==> src/rtl/rsa_uart_loader.sv <==
// rsa_uart_loader: Avalon-MM master that pulls N, E and A (32 bytes each,
// MSB first) from a UART, starts Rsa256Core, then streams the result back.
// N and E are kept across messages; after the first block only A is reloaded.
// Optional build macro: RSA_LOADER_FULL_OUT_EN -- send all 32 result bytes
// instead of the low 31.
module rsa_uart_loader (
    input  logic         i_clk,
    input  logic         i_rst,
    output logic [4:0]   avm_address,
    output logic         avm_read,
    input  logic [31:0]  avm_readdata,
    output logic         avm_write,
    output logic [31:0]  avm_writedata,
    input  logic         avm_waitrequest,
    output logic         o_core_start,
    output logic [255:0] o_n,
    output logic [255:0] o_e,
    output logic [255:0] o_a,
    input  logic [255:0] i_a_pow_e,
    input  logic         i_finished
);

`ifdef RSA_LOADER_FULL_OUT_EN
    localparam int OUT_BYTES = 32;
`else
    localparam int OUT_BYTES = 31;
`endif

    localparam logic [4:0] ADDR_RX     = 5'd0;
    localparam logic [4:0] ADDR_TX     = 5'd4;
    localparam logic [4:0] ADDR_STATUS = 5'd8;
    localparam logic [4:0] LAST_TX     = 5'(OUT_BYTES - 1);

    typedef enum logic [2:0] {
        S_IDLE, S_QRX, S_RX, S_START, S_CALC, S_QTX, S_TX
    } state_t;

    typedef enum logic [1:0] {F_N, F_E, F_A} field_t;

    state_t        state_q;
    field_t        field_q;
    logic [4:0]    cnt_q;
    logic [255:0]  res_q, n_q, e_q, a_q;
    logic [4:0]    addr_q;
    logic          rd_q, wr_q, start_q;
    logic [31:0]   wdata_q;

    logic          accept;
    logic [7:0]    rx_byte;
    logic [4:0]    tx_idx;
    logic [7:0]    tx_byte_d;
    logic          unused_rdata;

    assign avm_address   = addr_q;
    assign avm_read      = rd_q;
    assign avm_write     = wr_q;
    assign avm_writedata = wdata_q;
    assign o_core_start  = start_q;
    assign o_n           = n_q;
    assign o_e           = e_q;
    assign o_a           = a_q;

    // Only the low byte of the UART registers carries data or status flags.
    assign unused_rdata = ^avm_readdata[31:8];

    // Transaction handshake and byte selection for the current TX position.
    always_comb begin
        accept    = (rd_q | wr_q) & ~avm_waitrequest;
        rx_byte   = avm_readdata[7:0];
        tx_idx    = LAST_TX - cnt_q;
        tx_byte_d = res_q[{tx_idx, 3'b000} +: 8];
    end

    // Main loader FSM; every bus output is registered and only changes on an
    // accepted transaction, so requests stay stable under waitrequest.
    always_ff @(posedge i_clk) begin
        if (i_rst) begin
            state_q <= S_IDLE;
            field_q <= F_N;
            cnt_q   <= 5'd0;
            res_q   <= '0;
            n_q     <= '0;
            e_q     <= '0;
            a_q     <= '0;
            addr_q  <= ADDR_STATUS;
            rd_q    <= 1'b0;
            wr_q    <= 1'b0;
            wdata_q <= 32'd0;
            start_q <= 1'b0;
        end else begin
            start_q <= 1'b0;
            case (state_q)
                S_IDLE: begin
                    state_q <= S_QRX;
                    rd_q    <= 1'b1;
                    addr_q  <= ADDR_STATUS;
                end
                S_QRX: begin
                    if (accept && avm_readdata[7]) begin
                        state_q <= S_RX;
                        addr_q  <= ADDR_RX;
                    end
                end
                S_RX: begin
                    if (accept) begin
                        case (field_q)
                            F_N:     n_q <= {n_q[247:0], rx_byte};
                            F_E:     e_q <= {e_q[247:0], rx_byte};
                            default: a_q <= {a_q[247:0], rx_byte};
                        endcase
                        // 5-bit counter wraps 31 -> 0 on its own.
                        cnt_q <= cnt_q + 5'd1;
                        if (cnt_q == 5'd31) begin
                            case (field_q)
                                F_N:     field_q <= F_E;
                                default: field_q <= F_A;
                            endcase
                        end
                        addr_q <= ADDR_STATUS;
                        if (cnt_q == 5'd31 && field_q == F_A) begin
                            state_q <= S_START;
                            rd_q    <= 1'b0;
                            start_q <= 1'b1;
                        end else begin
                            state_q <= S_QRX;
                        end
                    end
                end
                S_START: begin
                    state_q <= S_CALC;
                end
                S_CALC: begin
                    if (i_finished) begin
                        res_q   <= i_a_pow_e;
                        cnt_q   <= 5'd0;
                        state_q <= S_QTX;
                        rd_q    <= 1'b1;
                        addr_q  <= ADDR_STATUS;
                    end
                end
                S_QTX: begin
                    if (accept && avm_readdata[6]) begin
                        state_q <= S_TX;
                        rd_q    <= 1'b0;
                        wr_q    <= 1'b1;
                        addr_q  <= ADDR_TX;
                        wdata_q <= {24'd0, tx_byte_d};
                    end
                end
                S_TX: begin
                    if (accept) begin
                        wr_q   <= 1'b0;
                        rd_q   <= 1'b1;
                        addr_q <= ADDR_STATUS;
                        if (cnt_q == LAST_TX) begin
                            field_q <= F_A;
                            cnt_q   <= 5'd0;
                            state_q <= S_QRX;
                        end else begin
                            cnt_q   <= cnt_q + 5'd1;
                            state_q <= S_QTX;
                        end
                    end
                end
                default: begin
                    state_q <= S_IDLE;
                    rd_q    <= 1'b0;
                    wr_q    <= 1'b0;
                end
            endcase
        end
    end

endmodule
==> config.mk <==
export PLATFORM = sky130hd
export DESIGN_NAME = rsa_uart_loader
export DESIGN_NICKNAME = d
export VERILOG_FILES = /design/src/rtl/rsa_uart_loader.sv
export SDC_FILE = /design/constraint.sdc
export NUM_CORES = 2
export LEC_CHECK = 0
export ABC_CLOCK_PERIOD_IN_PS = 3500
export CAP_MARGIN = 10
export CORE_AREA = 2 2 423 425
export CTS_CLUSTER_SIZE = 25
export DETAILED_ROUTE_END_ITERATION = 8
export DIE_AREA = 0 0 425 427
export GPL_TIMING_DRIVEN = 0
export PLACE_DENSITY_LB_ADDON = 0.15
export SLEW_MARGIN = 20
export SYNTH_ARGS = -nofsm -noshare
export SYNTH_HDL_FRONTEND = slang
export SYNTH_SLANG_ARGS = --single-unit
==> constraint.sdc <==
create_clock -name i_clk -period 3.5 [get_ports i_clk]
set_input_delay 0.7 -clock i_clk [delete_from_list [all_inputs] [get_ports i_clk]]
set_output_delay 0.7 -clock i_clk [all_outputs]
set_load 0.02 [all_outputs]
### After elaboration in Yosys (flattened, before gate mapping)

Index checks and enable logic that the tools add are counted.

| storage, ports and cells | value |
|---|---|
| register bits | 1050 |
| output and inout port bits | 808 |
| logic and storage cells | 100 |

| operators by class | value |
|---|---|
| add/sub/neg operators | 2 |
| eq/ne operators | 19 |
| shifts and indexed selects | 1 |
| multiplexer cells | 34 |
| bitwise operators | 8 |
| reduce and logical (&&, ||, !) cells | 24 |

Operators by type and width:

| operator | number |
|---|---|
| $shiftx 256x9->8 | 1 |
| $mux 5 | 8 |
| $pmux 5 s5 | 1 |
| $pmux 3 s7 | 1 |
| $mux 3 | 6 |
| $ne 2x2->1 const B | 8 |
| $pmux 5 s3 | 1 |
| $reduce_and 5->1 | 3 |
| $mux 2 | 6 |
| $reduce_and 3->1 | 4 |
| $eq 5x5->1 const B | 2 |
| $eq 3x3->1 const B | 3 |
| $mux 1 | 8 |
| $eq 3x2->1 const B | 2 |
| $not 1->1 | 6 |
| $pmux 1 s6 | 1 |
| $reduce_and 6->1 | 1 |
| $reduce_or 2->1 | 3 |
| $add 5x1->5 const B | 1 |
| $reduce_bool 5->1 | 1 |
| $reduce_or 5->1 | 1 |
| $sub 5x5->5 const A | 1 |
| $pmux 2 s2 | 1 |
| $reduce_and 2->1 | 2 |
| other kinds (14) | 16 |

### Longest topological paths before layout

| logic depth | value |
|---|---|
| depth after elaboration | 5 |
| mapped depth | 12 |
| depth with buffers taken out | 8 |

### Worst setup path before layout

OpenSTA, ideal clock, no wires.

| timing | value |
|---|---|
| kind | register -> register |
| start | register cnt_q[0] |
| end | register wdata_q[2] (netlist: avm_writedata[2]) |
| setup time | 0.121 ns |
| arrival time | 2.350 ns |
| path slack | 1.029 ns |
| cell stages (with the launch flop) | 13 |
| path through | dfxtp_1 > buf_4 > buf_4 > inv_1 > ha_1 > buf_4 > buf_2 > buf_2 > mux4_2 > nand2_1 > a21oi_1 > a211oi_1 > nor3_1 |

| on the way | value |
|---|---|
| longest elaborated chain between the ends | 2 |

RTL lines:

| what | RTL line | source |
|---|---|---|
| start, declared | 42 | `logic [4:0] cnt_q;` |
| start signal, assigned | 112 | `cnt_q <= cnt_q + 5'd1;` |
| start signal, assigned | 160 | `cnt_q <= cnt_q + 5'd1;` |
| $sub 5x5->5 | 70 | `tx_idx = LAST_TX - cnt_q;` |
| $shiftx 256x9->8 | 71 | `tx_byte_d = res_q[{tx_idx, 3'b000} +: 8];` |
| end signal, assigned | 147 | `wdata_q <= {24'd0, tx_byte_d};` |
| end, declared | 46 | `logic [31:0] wdata_q;` |

No other way between the ends.
A chain may end at the register's enable or synchronous reset.

### Worst setup path in the final report

| timing | value |
|---|---|
| start | register cnt_q[0] |
| end | register wdata_q[7] (netlist: avm_writedata[7]) |

The elaborated chain is that of the path after synthesis.

==> run summary <==
Placed Instances = 8,236
die footprint = 0.1815 mm^2
Synth Register Bits = 1,047
pin count of the biggest net entering global routing = 17
outcome = finished, final reports clean
Rel. slew slack = 0.4019
most frequent cells in the layout = nand2_1 (2,078), dfxtp_1 (1,047), clkdlybuf4s50_1 (1,047)
Port Buffers = 1,047
critical path endpoint category = register
global-route wire length before repair = 252.5 mm
unrepaired setup endpoints after global routing = false
CP peak stage delay = 0.38 ns
vias per cell = 4.340
hold_buf cts = 0
CTS sink cnt = 1,047
CP top delay family = buffers and inverters
TNS Setup = 0 ns
Hold Slack = 0.4533 ns
Overall Power = 26.75 mW
Max Freq = 298.8 MHz
via count = 36,720
floorplan row count = 155
H-tree Lvls = 4
cell mode on critical path = buf_4
Worst Slack Setup Final = 0.1533 ns
All-Layer GR Usage = 0.1889
Critical-path top delay cell = mux4_2
Clock power frac = 0.486
min-delay worst type = reg -> reg
post-synth cell types = 54
Synth warnings = 0
CTS max path bufs = 3
CTS tree = yes
FILL cells = 19,060
wirelength, routed = 179.0 mm
Sw Ratio = 0.2391
die width = 425 um
final net count = 6,310
max_cap viols = 0
Setup CP Type = reg -> reg
Post-synth top flop = dfxtp_1
Area Overhead vs Synth = 45.73%
Lkg Pwr = 18.25 nW
most common cell after layout, fill and taps aside = nand2_1
DP Area = 0.05207 mm^2
DRC = 0
Setup Skew = 0.02329 ns
area of the multi-input gates = 0.01565 mm^2
switching power = 6.396 mW
CP max FO = 10
cells along the critical path = buf_4 > buf_4 > inv_1 > ha_1 > buf_4 > buf_2 > buf_4 > mux4_2 > nand2_1 > a21oi_1 > a211oi_1 > nor3_1
io pins = 1,100
Avg WL per Cell = 21.16 um
Final HPWL DP = 143.6 mm
Gate Count Post-Synth = 4,808
Reg area = 0.02096 mm^2
Worst Tran Pin Value = 0.8972 ns
post-CTS setup buffer count = 0
Finished Layout Cells = 8,461
Pint = 20.35 mW
Post-Syn Area = 0.03854 mm^2
Place WS = -0.5585 ns
Initial Utilization = 0.2174
Peak VDD IR = 0.3529 mV
fin area = 0.05617 mm^2
Req. time, crit path = 4.13 ns
Post-synth ARST share = 0
WP buf/inv = 6
Worst-Skew Late Latency = 0.76 ns
EDFF count, synth = 0
clock root buffer = clkbuf_16
share of power burned in registers = 0.452
Die H = 427 um
Seq/Total Area, Yosys = 0.5438
Logic pwr share = 0.062
power density over cell area = 476.2 mW/mm^2
Antenna Nets Post-Route = 0
Routability Congestion = 0.8666
final core occ = 0.3169
Worst EP arrival = 3.98 ns
final count of pins violating max slew = 0
layout cell share with drive strength beyond 1 = 0.06660
DRT Pass-1 Iters = 5
Worst setup SP type = register
Hold Fails Final Rpt = 0
final setup fails = 0
Final min period = 3.347 ns
final period utilization = 0.9562
Synth Area per Inst = 8.016 um^2
initial antenna violation count = 19
CORE AREA = 0.1773 mm^2
vias in the first global route = 35,530
CTS Buf Count = 131
DRT iter0 DRCs = 1,818
total global routing overflow = 0
clk slew on worst S/H paths = 0.05 ns
==> worst paths after layout <==
check | cells past startpoint | endpoint | start | slack, ns
max | 12 | avm_writedata[7]$_SDFFE_PP0P_ | cnt_q[0]$_SDFFE_PP0P_ | 0.15
min | 2 | o_a[254]$_SDFFE_PP0P_ | o_a[254]$_SDFFE_PP0P_ | 0.45
max reg2reg | 12 | avm_writedata[7]$_SDFFE_PP0P_ | cnt_q[0]$_SDFFE_PP0P_ | 0.15
min reg2reg | 2 | o_a[254]$_SDFFE_PP0P_ | o_a[254]$_SDFFE_PP0P_ | 0.45
==> repair_timing <==
action	CTS	global route
endpoints found under the setup margin	3	3
resized for setup	4	2
endpoints found under the hold margin	0	0
==> area by class of cell <==
type / instances / share of cell area
clock inverters: 20 / 0.003007
well taps: 2355 / 0.05246
multi-input cells: 3377 / 0.2786
repair buffers: 1047 / 0.1866
diodes: 10 / 0.0004455
flip-flops and latches: 1047 / 0.3732
plain buffers: 399 / 0.03584
inverters: 11 / 0.0007351
clock buffers: 195 / 0.06917
==> cells in the mapped netlist, drive strengths merged, types with 2 or more instances <==
cell type / count / area, um^2
nand2: 2078 / 7800
dfxtp: 1047 / 20960
a21oi: 1043 / 5220
clkbuf: 238 / 893.4
buf: 161 / 1107
mux4: 48 / 1081
mux2i: 39 / 390.4
nor2: 18 / 67.56
o21ai: 14 / 70.07
inv: 11 / 41.29
nor3: 10 / 55.05
a211oi: 9 / 67.56
a22oi: 9 / 67.56
a221oi: 8 / 70.07
mux2: 8 / 90.09
a2111oi: 5 / 45.04
and3: 5 / 31.28
o2bb2ai: 5 / 43.79
ha: 4 / 50.05
nand2b: 4 / 25.02
nand3b: 4 / 30.03
xnor2: 4 / 61.32
and2: 3 / 18.77
o21a: 3 / 22.52
or3: 3 / 18.77
xor2: 3 / 26.28
and3b: 2 / 17.52
nand3: 2 / 15.01
nand4: 2 / 12.51
nor2b: 2 / 12.51
nor3b: 2 / 20.02
==> power groups by stage <==
| stage | Sequential (mW) | Combinational [mW] | Clock (mW) |
|---|---|---|---|
| 2_1_floorplan | 12.3 | 0.851 | 0 |
| 3_3_place_gp | 12.3 | 1.68 | 0 |
| 3_5_place_dp | 12.4 | 1.69 | 0 |
| 4_1_cts | 12.1 | 1.69 | 13.4 |
| 5_1_grt | 12.1 | 1.80 | 13.9 |
| 6_report | 12.1 | 1.66 | 13.0 |
==> sequential cells by signal, summed over array words and instances (netlist names) <==
| signal | count |
|---|---|
| res_q | 256 |
| o_e | 256 |
| avm_read | 1 |
| o_core_start | 1 |
| o_a | 256 |
| cnt_q | 5 |
| field_q | 2 |
| o_n | 256 |
| avm_address | 2 |
| avm_write | 1 |
| state_q | 3 |
| avm_writedata | 8 |
==> per-layer routing <==
layer | GRT usage | wire length (um) | up-vias | part of all wire
met4 | 0.07222 | 6655 | 4 | 0.037
li1 | - | - | 18100 | -
met5 | 0 | 19 | - | 0.00011
met3 | 0.05110 | 11530 | 249 | 0.064
met2 | 0.3305 | 88760 | 985 | 0.50
met1 | 0.2183 | 72030 | 17380 | 0.40
==> worst min-delay path, delay by kind of cell (launching register included) <==
| family | cells | cell delay, ns |
|---|---|---|
| and+or+nand+nor | 1 | 0.05 |
| DFF | 1 | 0.30 |
| AOI/OAI and AO/OA | 1 | 0.05 |
==> logic make-up (layout without fill, tap and decap cells) <==
logic type / count (synthesis) / after routing / share of synthesized area
adders and majority gates: 4 / 4 / 0.001299
buffers and inverters: 410 / 1672 / 0.05298
xor gates and xnor gates: 7 / 7 / 0.002273
muxes: 95 / 95 / 0.04052
AOI/OAI and AO/OA: 1106 / 1106 / 0.1476
other: 1 / 37 / 0.00009730
and+or+nand+nor: 2138 / 2138 / 0.2114
DFF: 1047 / 1047 / 0.5438
Note: power is estimated with default switching activity, not from simulation.
